--- config.mk ---
export PLATFORM = sky130hd
export DESIGN_NAME = hack_fetch
export DESIGN_NICKNAME = d
export VERILOG_FILES = /design/src/rtl/hack_pkg.sv /design/src/rtl/hack_sync_fifo.sv /design/src/rtl/hack_fetch.sv
export SDC_FILE = /design/constraint.sdc
export NUM_CORES = 1
export LEC_CHECK = 0
export ABC_AREA = 1
export BUFFER_PORTS_ARGS = -buffer_cell sky130_fd_sc_hd__buf_2
export CAP_MARGIN = 20
export CORE_UTILIZATION = 49
export CTS_CLUSTER_SIZE = 24
export DETAILED_ROUTE_END_ITERATION = 16
export PLACE_DENSITY = 0.82
export SYNTH_ARGS = -nofsm -noshare
export SYNTH_HDL_FRONTEND = slang
export SYNTH_SLANG_ARGS = --single-unit
--- constraint.sdc ---
create_clock -name clk -period 2.6 [get_ports clk]
set_input_delay 0.52 -clock clk [delete_from_list [all_inputs] [get_ports clk]]
set_output_delay 0.52 -clock clk [all_outputs]
set_load 0.05 [all_outputs]
--- src/rtl/hack_pkg.sv ---
// Shared types for the Hack CPU instruction fetch path.
package hack_pkg;

    localparam int ROM_AW = 15;

    typedef logic [15:0]       word_t;
    typedef logic [ROM_AW-1:0] rom_addr_t;

    typedef struct packed {
        word_t addr;
        word_t instr;
    } fetch_entry_t;

endpackage

--- src/rtl/hack_sync_fifo.sv ---
// Small synchronous FIFO with clear, occupancy count and a registered head.
module hack_sync_fifo #(
    parameter int WIDTH = 16,
    parameter int DEPTH = 2
) (
    input  logic                     clk,
    input  logic                     reset,
    input  logic                     clear,
    input  logic                     push,
    input  logic [WIDTH-1:0]         push_data,
    input  logic                     pop,
    output logic [WIDTH-1:0]         head,
    output logic [$clog2(DEPTH):0]   count
);

    localparam int AW = $clog2(DEPTH);
    localparam logic [AW:0] FULL = (AW+1)'(DEPTH);

    logic [WIDTH-1:0] mem [DEPTH];
    logic [AW-1:0]    rd_ptr;
    logic [AW-1:0]    wr_ptr;
    logic             do_push;
    logic             do_pop;

    // A push into a full FIFO is accepted only when a pop frees the slot in the same cycle.
    assign do_pop  = pop && (count != '0);
    assign do_push = push && ((count != FULL) || do_pop);

    always_ff @(posedge clk) begin
        if (reset || clear) begin
            rd_ptr <= '0;
            wr_ptr <= '0;
            count  <= '0;
        end else begin
            if (do_push) wr_ptr <= wr_ptr + 1'b1;
            if (do_pop)  rd_ptr <= rd_ptr + 1'b1;
            count <= count + (AW+1)'(do_push) - (AW+1)'(do_pop);
        end
    end

    always_ff @(posedge clk) begin
        if (do_push) mem[wr_ptr] <= push_data;
    end

    assign head = mem[rd_ptr];

endmodule

--- src/rtl/hack_fetch.sv ---
// Hack CPU instruction fetch: credit-limited in-order ROM requests, tag and
// instruction queues, and discard of responses that belong to a flushed path.
module hack_fetch
    import hack_pkg::*;
#(
    parameter int DEPTH = 2
) (
    input  logic      clk,
    input  logic      reset,
    input  word_t     pc_addr,
    output logic      pc_inc,
    input  logic      flush,
    output logic      rom_req_valid,
    input  logic      rom_req_ready,
    output rom_addr_t rom_req_addr,
    input  logic      rom_rsp_valid,
    input  word_t     rom_rsp_data,
    output logic      instr_valid,
    input  logic      instr_ready,
    output word_t     instr_data,
    output word_t     instr_addr
);

    localparam int CW = $clog2(DEPTH) + 1;
    localparam logic [CW:0] CREDITS = (CW+1)'(DEPTH);

    logic [CW-1:0] q_count;
    logic [CW-1:0] tag_count;
    logic [CW-1:0] inflight;
    logic [CW-1:0] discard;
    logic [CW:0]   credit_used;
    word_t         tag_head;
    fetch_entry_t  head_entry;
    fetch_entry_t  rsp_entry;
    logic          fire;
    logic          rsp_ok;
    logic          rsp_keep;
    logic          pop;

    // Handshakes: a transfer happens in a cycle where valid && ready; valid never
    // waits on ready. ROM responses are in request order and cannot be stalled.
    assign credit_used   = {1'b0, q_count} + {1'b0, inflight};
    assign rom_req_valid = !reset && !flush && (credit_used < CREDITS);
    assign fire          = rom_req_valid && rom_req_ready;
    assign pc_inc        = fire;
    assign rom_req_addr  = pc_addr[ROM_AW-1:0];

    // A response with nothing outstanding is a protocol error and is ignored.
    assign rsp_ok   = rom_rsp_valid && (inflight != '0);
    assign rsp_keep = rsp_ok && !flush && (discard == '0);

    assign instr_valid = (q_count != '0) && !flush;
    assign pop         = instr_valid && instr_ready;

    assign rsp_entry.addr  = tag_head;
    assign rsp_entry.instr = rom_rsp_data;
    assign instr_data      = head_entry.instr;
    assign instr_addr      = head_entry.addr;

    always_ff @(posedge clk) begin
        if (reset) begin
            inflight <= '0;
            discard  <= '0;
        end else begin
            inflight <= inflight + CW'(fire) - CW'(rsp_ok);
            // Requests are never issued in a flush cycle, so only a response can shrink the count.
            if (flush) begin
                discard <= inflight - CW'(rsp_ok);
            end else if (rsp_ok && (discard != '0)) begin
                discard <= discard - 1'b1;
            end
        end
    end

    hack_sync_fifo #(
        .WIDTH ($bits(word_t)),
        .DEPTH (DEPTH)
    ) u_tag_q (
        .clk       (clk),
        .reset     (reset),
        .clear     (1'b0),
        .push      (fire),
        .push_data (pc_addr),
        .pop       (rsp_ok),
        .head      (tag_head),
        .count     (tag_count)
    );

    hack_sync_fifo #(
        .WIDTH ($bits(fetch_entry_t)),
        .DEPTH (DEPTH)
    ) u_instr_q (
        .clk       (clk),
        .reset     (reset),
        .clear     (flush),
        .push      (rsp_keep),
        .push_data (rsp_entry),
        .pop       (pop),
        .head      (head_entry),
        .count     (q_count)
    );

    // Every outstanding request owns exactly one tag.
    a_tag_tracks_inflight: assert property (@(posedge clk) disable iff (reset) tag_count == inflight);

endmodule

==> results.py, run 1 <==
metrics = {
    "outcome": {
        "status": "finished, violations left",
        "violations": "design-rule violations",
    },
    "clock_network": {
        "post-cts-setup-buffers": 0,
        "clockBufferDepth": 2,
        "htreeDepth": 3,
        "cts_sinks": 110,
        "cts_tree": "done",
        "clk_latency_ns": 0.36,
        "cts_resized": 0,
        "root_buffer": "clkbuf_8",
        "cts.clk_slew.worst_paths_ns": 0.10,
        "hold_buffers": 0,
        "numCtsBuffers": 9,
    },
    "drt": {
        "drcViolationCount": 1,
        "wl_met3_microns": 257,
        "wl_met1_microns": 2820,
        "ant_nets": 0,
        "vias": 2281,
        "firstDrtPassIters": 10,
        "drt_wl_total_microns": 6610,
        "top_layer_used": "met4",
        "wl_per_cell_microns": 14.0,
        "drtIter0Drc": 69,
        "dr_wl_met2_microns": 3420,
        "via_per_inst": 4.84,
    },
    "synthesis": {
        "yosys_warnings": 0,
        "synth_fp_nets": 322,
        "synth_area_leaders": "edfxtp_1, mux2_2, dfxtp_1",
        "netlist_area_sq_um": 4380,
        "synth_flop_cell": "edfxtp_1",
        "ys_types": 25,
        "syn_area_per_cell_sq_um": 15.9,
        "synth_cells": 276,
        "synthArstFlopShare_pct": 0,
        "ys_seq_elements": 110,
        "yosys.area.top_type_share_pct": 65.8,
        "synth_top_area_cell": "edfxtp_1",
        "synth_edf_count": 96,
        "synth_seq_area_share_pct": 72.2,
        "synth_most_common_cell": "edfxtp_1",
        "synthTopCellsByCount": "edfxtp_1, mux2_2, inv_1",
    },
    "sta": {
        "min_period_ns": 2.44,
        "slew_headroom_pct": 54.4,
        "setup_viol": 0,
        "worstMarginPinSlew_ns": 0.684,
        "rsz0062_at_grt": "no",
        "report.final.slew_viol_count": 0,
        "fmax_ghz": 0.410,
        "fin_tns_setup_ns": 0,
        "post-route-period-util_pct": 93.8,
        "clock_skew_ns": 0.0115,
        "hold_violations": 0,
    },
    "die": {
        "coreArea_sq_um": 8680,
        "rows": 34,
        "dieArea_sq_um": 9320,
        "die_h_microns": 96.5,
        "io_pins": 88,
        "start_util_pct": 50.4,
        "die_x_microns": 96.5,
    },
    "grt": {
        "grt_pass1_vias": 2182,
        "grt-ovfl-total": 0,
        "antenna_found_initial": 0,
        "grt_max_degree": 33,
        "grt_pass1_wl_microns": 9820,
        "grt.total_usage_pct": 14.7,
    },
    "worst_hold_path": {
        "min_path_type": "input port to flip-flop",
    },
    "worst_setup_path": {
        "path_class": "flip-flop to output port",
        "crit_arrival_ns": 1.92,
        "worstSetupEndpointType": "output port",
        "cp.required_ns": 2.08,
        "cp_max_fo": 4,
        "startpoint_type": "flip-flop",
    },
    "place": {
        "port_buffers": 87,
        "gp_congestion": 0.769,
        "placedCellCount": 455,
        "placed_cell_area_sq_um": 4840,
        "hpwl_microns": 4570,
    },
    "layout": {
        "area_delta_synth_final_pct": 14.7,
        "fin_area_sq_um": 5020,
        "antenna_cells": 0,
        "stdcell_count": 471,
        "nFillCells": 690,
        "drive_above_1_share_pct": 45.7,
        "layout.nets": 404,
    },
    "pwr": {
        "total_power_w": 0.00341,
        "p_leak_nw": 1.93,
        "ir_drop_mv": 0.283,
        "p_per_area_nw_per_um2": 678,
    },
    "flow_run": {
        "maxCapViolCount": 0,
    },
}
power breakdown:
part,switching (W),internal (W)
clock,0.000571,0.000358
sequential,0.0000309,0.00200
combinational,0.000308,0.000141
total,0.000910,0.00250
metrics by stage:
step	utilization, %	setup slack (ns)	hold WS (ns)
floorplan	-	0.0242	0.461
global placement	55.8	0.578	0.480
detailed placement	55.8	0.507	0.493
CTS	57.9	0.135	0.322
global route	57.9	0.0663	0.322
finish	57.9	0.161	0.338
critical path: stages, from the launching register on:
cell and delay (ns):
dfxtp_1 0.37, nand2_1 0.07, inv_1 0.07, fa_1 0.42, nor2_1 0.14, nand2_2 0.09
nor2_4 0.13, buf_2 0.28
cells by family after synthesis:
kind of cell	Yosys count	share of synthesized area, %
muxes	48	12.3
xor gates and xnor gates	4	0.800
AOI/OAI and AO/OA	11	1.34
adders and majority gates	8	2.46
DFF	110	72.2
and+or+nand+nor	47	4.97
buffers and inverters	48	5.83
registers in the layout (all words and copies together), names as in the netlist, named ones only:
register,flops
u_instr_q.mem,64
u_tag_q.mem,32
discard,2
inflight,2
u_instr_q.count,2
u_tag_q.count,2
u_instr_q.rd_ptr,1
u_instr_q.wr_ptr,1
u_tag_q.rd_ptr,1
u_tag_q.wr_ptr,1
layout make-up:
cell class                 count  area (sq um)  share of cell area (%)
clock buffer                   9           124                    2.47
clock inverter                 7          56.3                    1.12
inverter                      27           103                    2.04
multi-input combinational    118           967                    19.3
sequential                   110          3160                    63.0
tap                          108           135                    2.69
timing repair buffer          92           473                    9.42
final timing paths:
check,start,end,slack (ns),depth (start not counted)
worst max-delay path,inflight[0]$_SDFF_PP0_,pc_inc,0.16,7
worst min-delay path,rom_rsp_data[12],u_instr_q.mem[0][12]$_DFFE_PP_,0.34,1
worst max register to register,inflight[0]$_SDFF_PP0_,u_tag_q.mem[0][12]$_DFFE_PP_,0.62,9
worst min register to register,u_tag_q.count[1]$_SDFF_PP0_,u_tag_q.count[1]$_SDFF_PP0_,0.51,2
placed cells by master (no fill, tap or decap), types with 4 or more instances in the layout:
master,count
edfxtp_1,96
nand2_1,13
buf_4,5
nor2_1,20
ha_1,7
inv_1,26
o21ai_0,4
clkbuf_8,9
mux2_2,46
dfxtp_1,14
buf_2,87
a21oi_1,6
routing by layer:
metal / global-route usage (%) / vias to the layer above
met5: 0 / -
met3: 2.90 / 9
met2: 25.6 / 54
li1: - / 1129
met4: 7.35 / 0
met1: 17.4 / 1089
No activity file was read; power rests on OpenSTA's default activity.
==> run 2, diff against run 1 <==
Settings changed: ABC_AREA 1 to default.
==> run 2 against run 1 <==
  * Clock power increased by 3.6%
  * Worst hold slack improved by 0.014 ns
  * Sequential share of layout area decreased by 0.70 points
  * Sequential power increased by 2%
  * Via count decreased by 1.9%
  * Sequential cell count unchanged
  * First-iteration DRC count decreased by 29%
  * Highest routed layer unchanged
  * Wire length increased by 2.1%
  * Combinational power increased by 27%
  * Register-to-register slack got worse by 0.30 ns
  * Synthesized cell count decreased by 7.2%
  * Total power increased by 5.8%
  * The flow now finishes without violations
==> results.py, run 2 <==
metrics = {
    "layout": {
        "antenna_cells": 0,
        "final_common_cell": "edfxtp_1",
        "stdcell_count": 449,
        "largest_register_ffs": 64,
        "drive_above_1_share_pct": 50.1,
        "area_delta_synth_final_pct": 15.3,
        "final_cell_mix": "edfxtp_1, buf_2, mux2_2",
        "regMostFlops": "u_instr_q.mem",
        "reg_top3": "u_instr_q.mem x64, u_tag_q.mem x32",
        "layout.nets": 382,
    },
    "sta": {
        "clock_skew_ns": 0.00569,
        "min_period_ns": 2.51,
        "hold_violations": 0,
        "worstMarginPinSlew_ns": 0.697,
        "finalWorstSetupSlack_ns": 0.0916,
        "report.final.slew_viol_count": 0,
        "post-route-period-util_pct": 96.5,
        "rsz0062_at_grt": "no",
        "slew_headroom_pct": 53.5,
        "hold_slack_ns": 0.352,
        "setup_viol": 0,
        "fin_tns_setup_ns": 0,
        "fmax_ghz": 0.399,
    },
    "synthesis": {
        "synth_flop_cell": "edfxtp_1",
        "synth_area_leaders": "edfxtp_1, mux2_2, dfxtp_1",
        "ys_types": 37,
        "syn_area_per_cell_sq_um": 17.2,
        "synth.mux.area_fraction_pct": 12.7,
        "synth_most_common_cell": "edfxtp_1",
        "yosys.area.top_type_share_pct": 65.4,
        "synth_top_area_cell": "edfxtp_1",
        "synth_top_family_by_area": "multiplexers",
        "ys_seq_elements": 110,
        "synth_edf_count": 96,
        "synth_fa_ha_area_share_pct": 2.44,
        "synth_fp_nets": 302,
        "synth_compound_area_share_pct": 3.04,
        "yosys_warnings": 0,
        "synthArstFlopShare_pct": 0,
        "synth_seq_area_share_pct": 71.7,
        "synth_xor_area_share_pct": 0.993,
        "netlist_area_sq_um": 4410,
        "synthTopCellsByCount": "edfxtp_1, mux2_2, buf_4",
        "synth-simple-area-share_pct": 4.09,
        "synth_cells": 256,
    },
    "die": {
        "dieArea_sq_um": 9380,
        "io_pins": 88,
        "rows": 34,
        "coreArea_sq_um": 8720,
        "die_x_microns": 96.9,
        "start_util_pct": 50.6,
        "die_h_microns": 96.9,
    },
    "drt": {
        "drt_wl_total_microns": 6750,
        "wl_per_cell_microns": 15.0,
        "firstDrtPassIters": 4,
        "via_per_inst": 4.98,
        "ant_nets": 0,
        "drcViolationCount": 0,
        "drtIter0Drc": 49,
        "vias": 2237,
    },
    "clock_network": {
        "clockBufferDepth": 2,
        "cts.clk_slew.worst_paths_ns": 0.09,
        "clk_latency_ns": 0.35,
        "numCtsBuffers": 9,
        "htreeDepth": 3,
        "cts_sinks": 110,
        "cts_tree": "done",
        "root_buffer": "clkbuf_8",
    },
    "worst_setup_path": {
        "startpoint_type": "flip-flop",
        "crit_chain": "inv_2 > nor2_2 > fa_1 > nor4_4 > and2_4 > buf_6",
        "cp.required_ns": 2.08,
        "r2r_slack_ns": 0.32,
        "path_class": "flip-flop to output port",
        "crit_arrival_ns": 1.99,
        "worstSetupEndpointType": "output port",
        "cp_max_fo": 3,
        "cp-startpoint": "u_instr_q.count[0]$_SDFF_PP0_",
        "max_stage_delay_ns": 0.45,
        "r2r_start": "u_instr_q.count[0]$_SDFF_PP0_",
        "crit_path_top_delay_cell": "fa_1",
    },
    "pwr": {
        "p_comb_share_pct": 15.9,
        "p_per_area_nw_per_um2": 709,
        "p_leak_nw": 1.89,
        "switching_share_pct": 26.4,
        "seq_power_share_pct": 57.4,
        "total_power_w": 0.00360,
        "p_clk_share_pct": 26.7,
        "p_sw_w": 0.000950,
        "p_int_w": 0.00265,
        "ir_drop_mv": 0.339,
    },
    "grt": {
        "grt.total_usage_pct": 14.6,
        "grt_max_degree": 27,
        "grt_pass1_wl_microns": 10500,
        "antenna_found_initial": 0,
        "grt-ovfl-total": 0,
        "grt_pass1_vias": 2248,
    },
    "place": {
        "post-place-ws_ns": 0.244,
        "port_buffers": 87,
        "gp_congestion": 0.691,
        "hpwl_microns": 4610,
        "placedCellCount": 433,
    },
    "outcome": {
        "status": "completed",
    },
    "worst_hold_path": {
        "min_path_type": "input port to flip-flop",
        "worstHoldStart": "rom_rsp_data[8]",
    },
    "flow_run": {
        "maxCapViolCount": 0,
    },
}
==> run 2: cell types whose count changed after synthesis, moves of 3 or more <==
cell,change
inv_1,-13
nand2_1,-12
nor2_1,-12
and2_1,+4
buf_2,+4
buf_4,-4
nand2_2,-3
nor2_2,-3
or3_1,+3
==> run 2: logic make-up after synthesis <==
kind of cell / Yosys count
compound gates: 16
xor+xnor: 5
fa+ha+maj: 8
buf+inv: 38
flops: 110
mux: 50
simple gates: 29
==> run 2: power groups by stage <==
stage | Combinational, W | Clock, W | Sequential (W)
2_1_floorplan | 0.000458 | 0 | 0.00210
3_3_place_gp | 0.000562 | 0 | 0.00211
3_5_place_dp | 0.000576 | 0 | 0.00211
4_1_cts | 0.000579 | 0.000988 | 0.00207
5_1_grt | 0.000622 | 0.00106 | 0.00208
6_report | 0.000572 | 0.000962 | 0.00207
==> run 2: timing repair <==
item                                    CTS  global route
gates resized for setup                   1             1
pin swaps                                 1             0
hold buffers                              0             0
endpoints found under the setup margin    1             1
buffers inserted                          0             0
==> run 2: per-stage QoR <==
| stage | util, % | area, sq um |
|---|---|---|
| after floorplan | - | 4440 |
| after global placement | 56.1 | 4900 |
| after detailed placement | 56.1 | 4900 |
| after CTS | 58.2 | 5080 |
| after global routing | 58.3 | 5080 |
| final | 58.3 | 5080 |
==> run 2: area by class of cell <==
cell class                      count  area, sq um
Tap cell                          108          135
Sequential cell                   110         3170
Clock buffer                       11          131
Timing Repair Buffer               92          492
Multi-Input combinational cell    108         1050
Inverter                           15         56.3
Clock inverter                      5         50.0
Fill cell                         664         3640
==> run 2: routing by layer <==
layer	GRT usage [%]	wire, microns
met1	16.9	2920
met2	25.5	3440
met4	6.77	121
met5	0	0
met3	3.40	270
==> run 2: worst paths after layout <==
check / endpoint / depth (start not counted)
worst min-delay path: u_instr_q.mem[0][8]$_DFFE_PP_ / 1
worst max register to register: u_tag_q.mem[0][3]$_DFFE_PP_ / 6
worst max-delay path: pc_inc / 6
worst min register to register: u_tag_q.wr_ptr$_SDFFE_PP0N_ / 1
==> run 2: worst max-delay path, delay by kind of cell, from the launching register on <==
family | cells | cell delay, ns
DFF | 1 | 0.34
and+or+nand+nor | 3 | 0.63
adders and majority gates | 1 | 0.45
buffers and inverters | 2 | 0.21
==> run 3, diff against run 2 <==
Settings changed: CELL_PAD_IN_SITES_DETAIL_PLACEMENT from default to 0, CELL_PAD_IN_SITES_GLOBAL_PLACEMENT from default to 1, CORE_UTILIZATION 49 to 41.
==> run 3 against run 2 <==
  * Combinational power up 4.4%
  * Sequential cell count unchanged
  * Setup slack worse by 0.011 ns
  * Die area up 19%
  * Worst hold slack worse by 0.018 ns
  * Non-clock buffer count up 1
  * Global-route usage down 1.5 points
  * Wire length up 4.6%
  * Count of clock-buffer cells in the layout down 2
  * Critical endpoint unchanged
==> results.py, run 3 (same netlist as run 2, synthesis figures left out) <==
metrics = {
    "clock_network": {
        "clk_latency_ns": 0.37,
        "hold_buffers": 0,
        "htreeDepth": 3,
        "root_buffer": "clkbuf_8",
        "numCtsBuffers": 9,
        "cts_tree": "done",
        "cts_sinks": 110,
        "clockBufferDepth": 2,
        "cts.clk_slew.worst_paths_ns": 0.12,
    },
    "grt": {
        "grt_pass1_vias": 2223,
        "grt.total_usage_pct": 13.1,
        "grt_max_degree": 33,
        "antenna_found_initial": 0,
        "grt_pass1_wl_microns": 11000,
        "grt-ovfl-total": 0,
    },
    "sta": {
        "min_period_ns": 2.52,
        "slew_headroom_pct": 54.8,
        "hold_violations": 0,
        "post-route-period-util_pct": 96.9,
        "report.final.slew_viol_count": 0,
        "fmax_ghz": 0.397,
        "setup_viol": 0,
        "clock_skew_ns": 0.0108,
        "worstMarginPinSlew_ns": 0.677,
    },
    "flow_run": {
        "maxCapViolCount": 0,
    },
    "worst_setup_path": {
        "path_class": "flip-flop to output port",
        "cp_max_fo": 3,
        "startpoint_type": "flip-flop",
        "ff2ff_path_depth": 7,
        "cp.required_ns": 2.08,
        "worstSetupEndpointType": "output port",
        "crit_path_top_delay_cell": "fa_1",
        "r2r_start": "u_instr_q.count[0]$_SDFF_PP0_",
        "max_stage_delay_ns": 0.45,
        "crit_arrival_ns": 2.00,
        "r2r_slack_ns": 0.25,
        "timing.rr.end": "u_tag_q.mem[0][3]$_DFFE_PP_",
        "critical_path_buf_inv_count": 2,
        "crit_chain": "inv_2 > nor2_4 > fa_1 > nor4_4 > and2_4 > buf_8",
        "crit_family": "simple AND/OR/NAND/NOR gates",
    },
    "layout": {
        "drive_above_1_share_pct": 51.2,
        "reg_top3": "u_instr_q.mem x64, u_tag_q.mem x32",
        "final_cell_mix": "edfxtp_1, buf_2, mux2_2",
        "largest_register_ffs": 64,
        "area_delta_synth_final_pct": 16.7,
        "post-route-util_pct": 49.6,
        "regMostFlops": "u_instr_q.mem",
        "antenna_cells": 0,
        "nFillCells": 904,
        "layout.nets": 383,
        "stdcell_count": 478,
        "final_common_cell": "edfxtp_1",
    },
    "place": {
        "gp_congestion": 0.710,
        "port_buffers": 87,
        "hpwl_microns": 4810,
        "placedCellCount": 459,
    },
    "worst_hold_path": {
        "whs_endpoint": "u_instr_q.mem[1][1]$_DFFE_PP_",
        "worstHoldStart": "rom_rsp_data[1]",
        "min_path_type": "input port to flip-flop",
        "min_path_cells": 1,
    },
    "drt": {
        "via_per_inst": 4.73,
        "drcViolationCount": 0,
        "drt_wl_total_microns": 7060,
        "drtIter0Drc": 79,
        "wl_per_cell_microns": 14.8,
        "ant_nets": 0,
        "firstDrtPassIters": 4,
        "vias": 2262,
    },
    "die": {
        "rows": 37,
        "start_util_pct": 42.5,
        "io_pins": 88,
        "die_h_microns": 106,
        "dieArea_sq_um": 11200,
        "coreArea_sq_um": 10400,
        "die_x_microns": 106,
    },
    "outcome": {
        "status": "completed",
    },
    "pwr": {
        "p_comb_share_pct": 16.1,
        "p_leak_nw": 1.91,
        "p_int_w": 0.00262,
        "p_clk_share_pct": 27.9,
        "p_sw_w": 0.00108,
        "ir_drop_mv": 0.337,
        "p_per_area_nw_per_um2": 719,
        "switching_share_pct": 29.2,
        "seq_power_share_pct": 55.9,
    },
}
[run 3: changes by cell type in the layout (fill, tap and decap cells not counted), sizes merged]
cell | previous run | this run
clkinv | 4 | 2
inv | 15 | 20
clkbuf | 11 | 9
bufinv | 1 | 0
buf | 92 | 93
[run 3: area by class of cell]
type                       count  area, sq um  area share (%)
inverter                      15         56.3            1.09
sequential                   110         3170            61.5
timing repair buffer          93          490            9.54
tap                          136          170            3.31
clock buffer                   9          124            2.41
multi-input combinational    108         1060            20.5
clock inverter                 7         81.3            1.58
[run 3: power by group through the flow]
stage / sequential, W / combinational [W] / clock [W]
after floorplan: 0.00210 / 0.000458 / 0
after global placement: 0.00211 / 0.000566 / 0
after detailed placement: 0.00211 / 0.000581 / 0
after CTS: 0.00207 / 0.000584 / 0.00106
after global routing: 0.00208 / 0.000651 / 0.00113
final: 0.00207 / 0.000597 / 0.00103
[run 3: metrics by stage]
step / area (sq um) / power (W) / worst slack (ns) / hold WS (ns) / setup TNS (ns)
global route: 5140 / 0.00386 / -0.0140 / 0.301 / -0.0140
floorplan: 4440 / 0.00256 / -0.0571 / 0.471 / -0.925
detailed placement: 4900 / 0.00269 / 0.245 / 0.502 / 0
finish: 5140 / 0.00370 / 0.0802 / 0.334 / 0
CTS: 5110 / 0.00372 / 0.0138 / 0.316 / 0
global placement: 4900 / 0.00267 / 0.294 / 0.486 / 0
[run 3: metal layers]
metal	part of all wire (%)	track usage, %	vias to the layer above
met2	50	22.1	64
met3	4.5	3.46	10
met5	0	0	-
li1	-	-	1091
met4	1.6	5.46	0
met1	44	15.9	1097
[run 3: worst max path at each step]
stage | startpoint | endpoint | slack, ns | depth (start not counted)
CTS | inflight[0]$_SDFF_PP0_ | pc_inc | 0.01 | 6
floorplan | inflight[0]$_SDFF_PP0_ | u_tag_q.mem[0][0]$_DFFE_PP_ | -0.06 | 6
global route | u_instr_q.count[0]$_SDFF_PP0_ | pc_inc | -0.01 | 6
global placement | inflight[0]$_SDFF_PP0_ | u_tag_q.mem[0][11]$_DFFE_PP_ | 0.29 | 6
detailed placement | inflight[0]$_SDFF_PP0_ | u_tag_q.mem[0][7]$_DFFE_PP_ | 0.24 | 6
finish | u_instr_q.count[0]$_SDFF_PP0_ | pc_inc | 0.08 | 6
[run 3: timing repair]
item / in CTS / in global routing
resized for setup: 1 / 3
buffers inserted: 0 / 3
endpoints found under the hold margin: 0 / 0
pin swaps: 1 / 3
setup endpoints to repair: 1 / 1
cloned: 0 / 0
[run 3: worst register-to-register path: stages, from the launching register on]
cell and delay (ns):
dfxtp_2 0.36, inv_2 0.05, nor2_4 0.10, fa_1 0.45, nor4_4 0.32, buf_4 0.17
o311ai_4 0.12, nor2_4 0.43
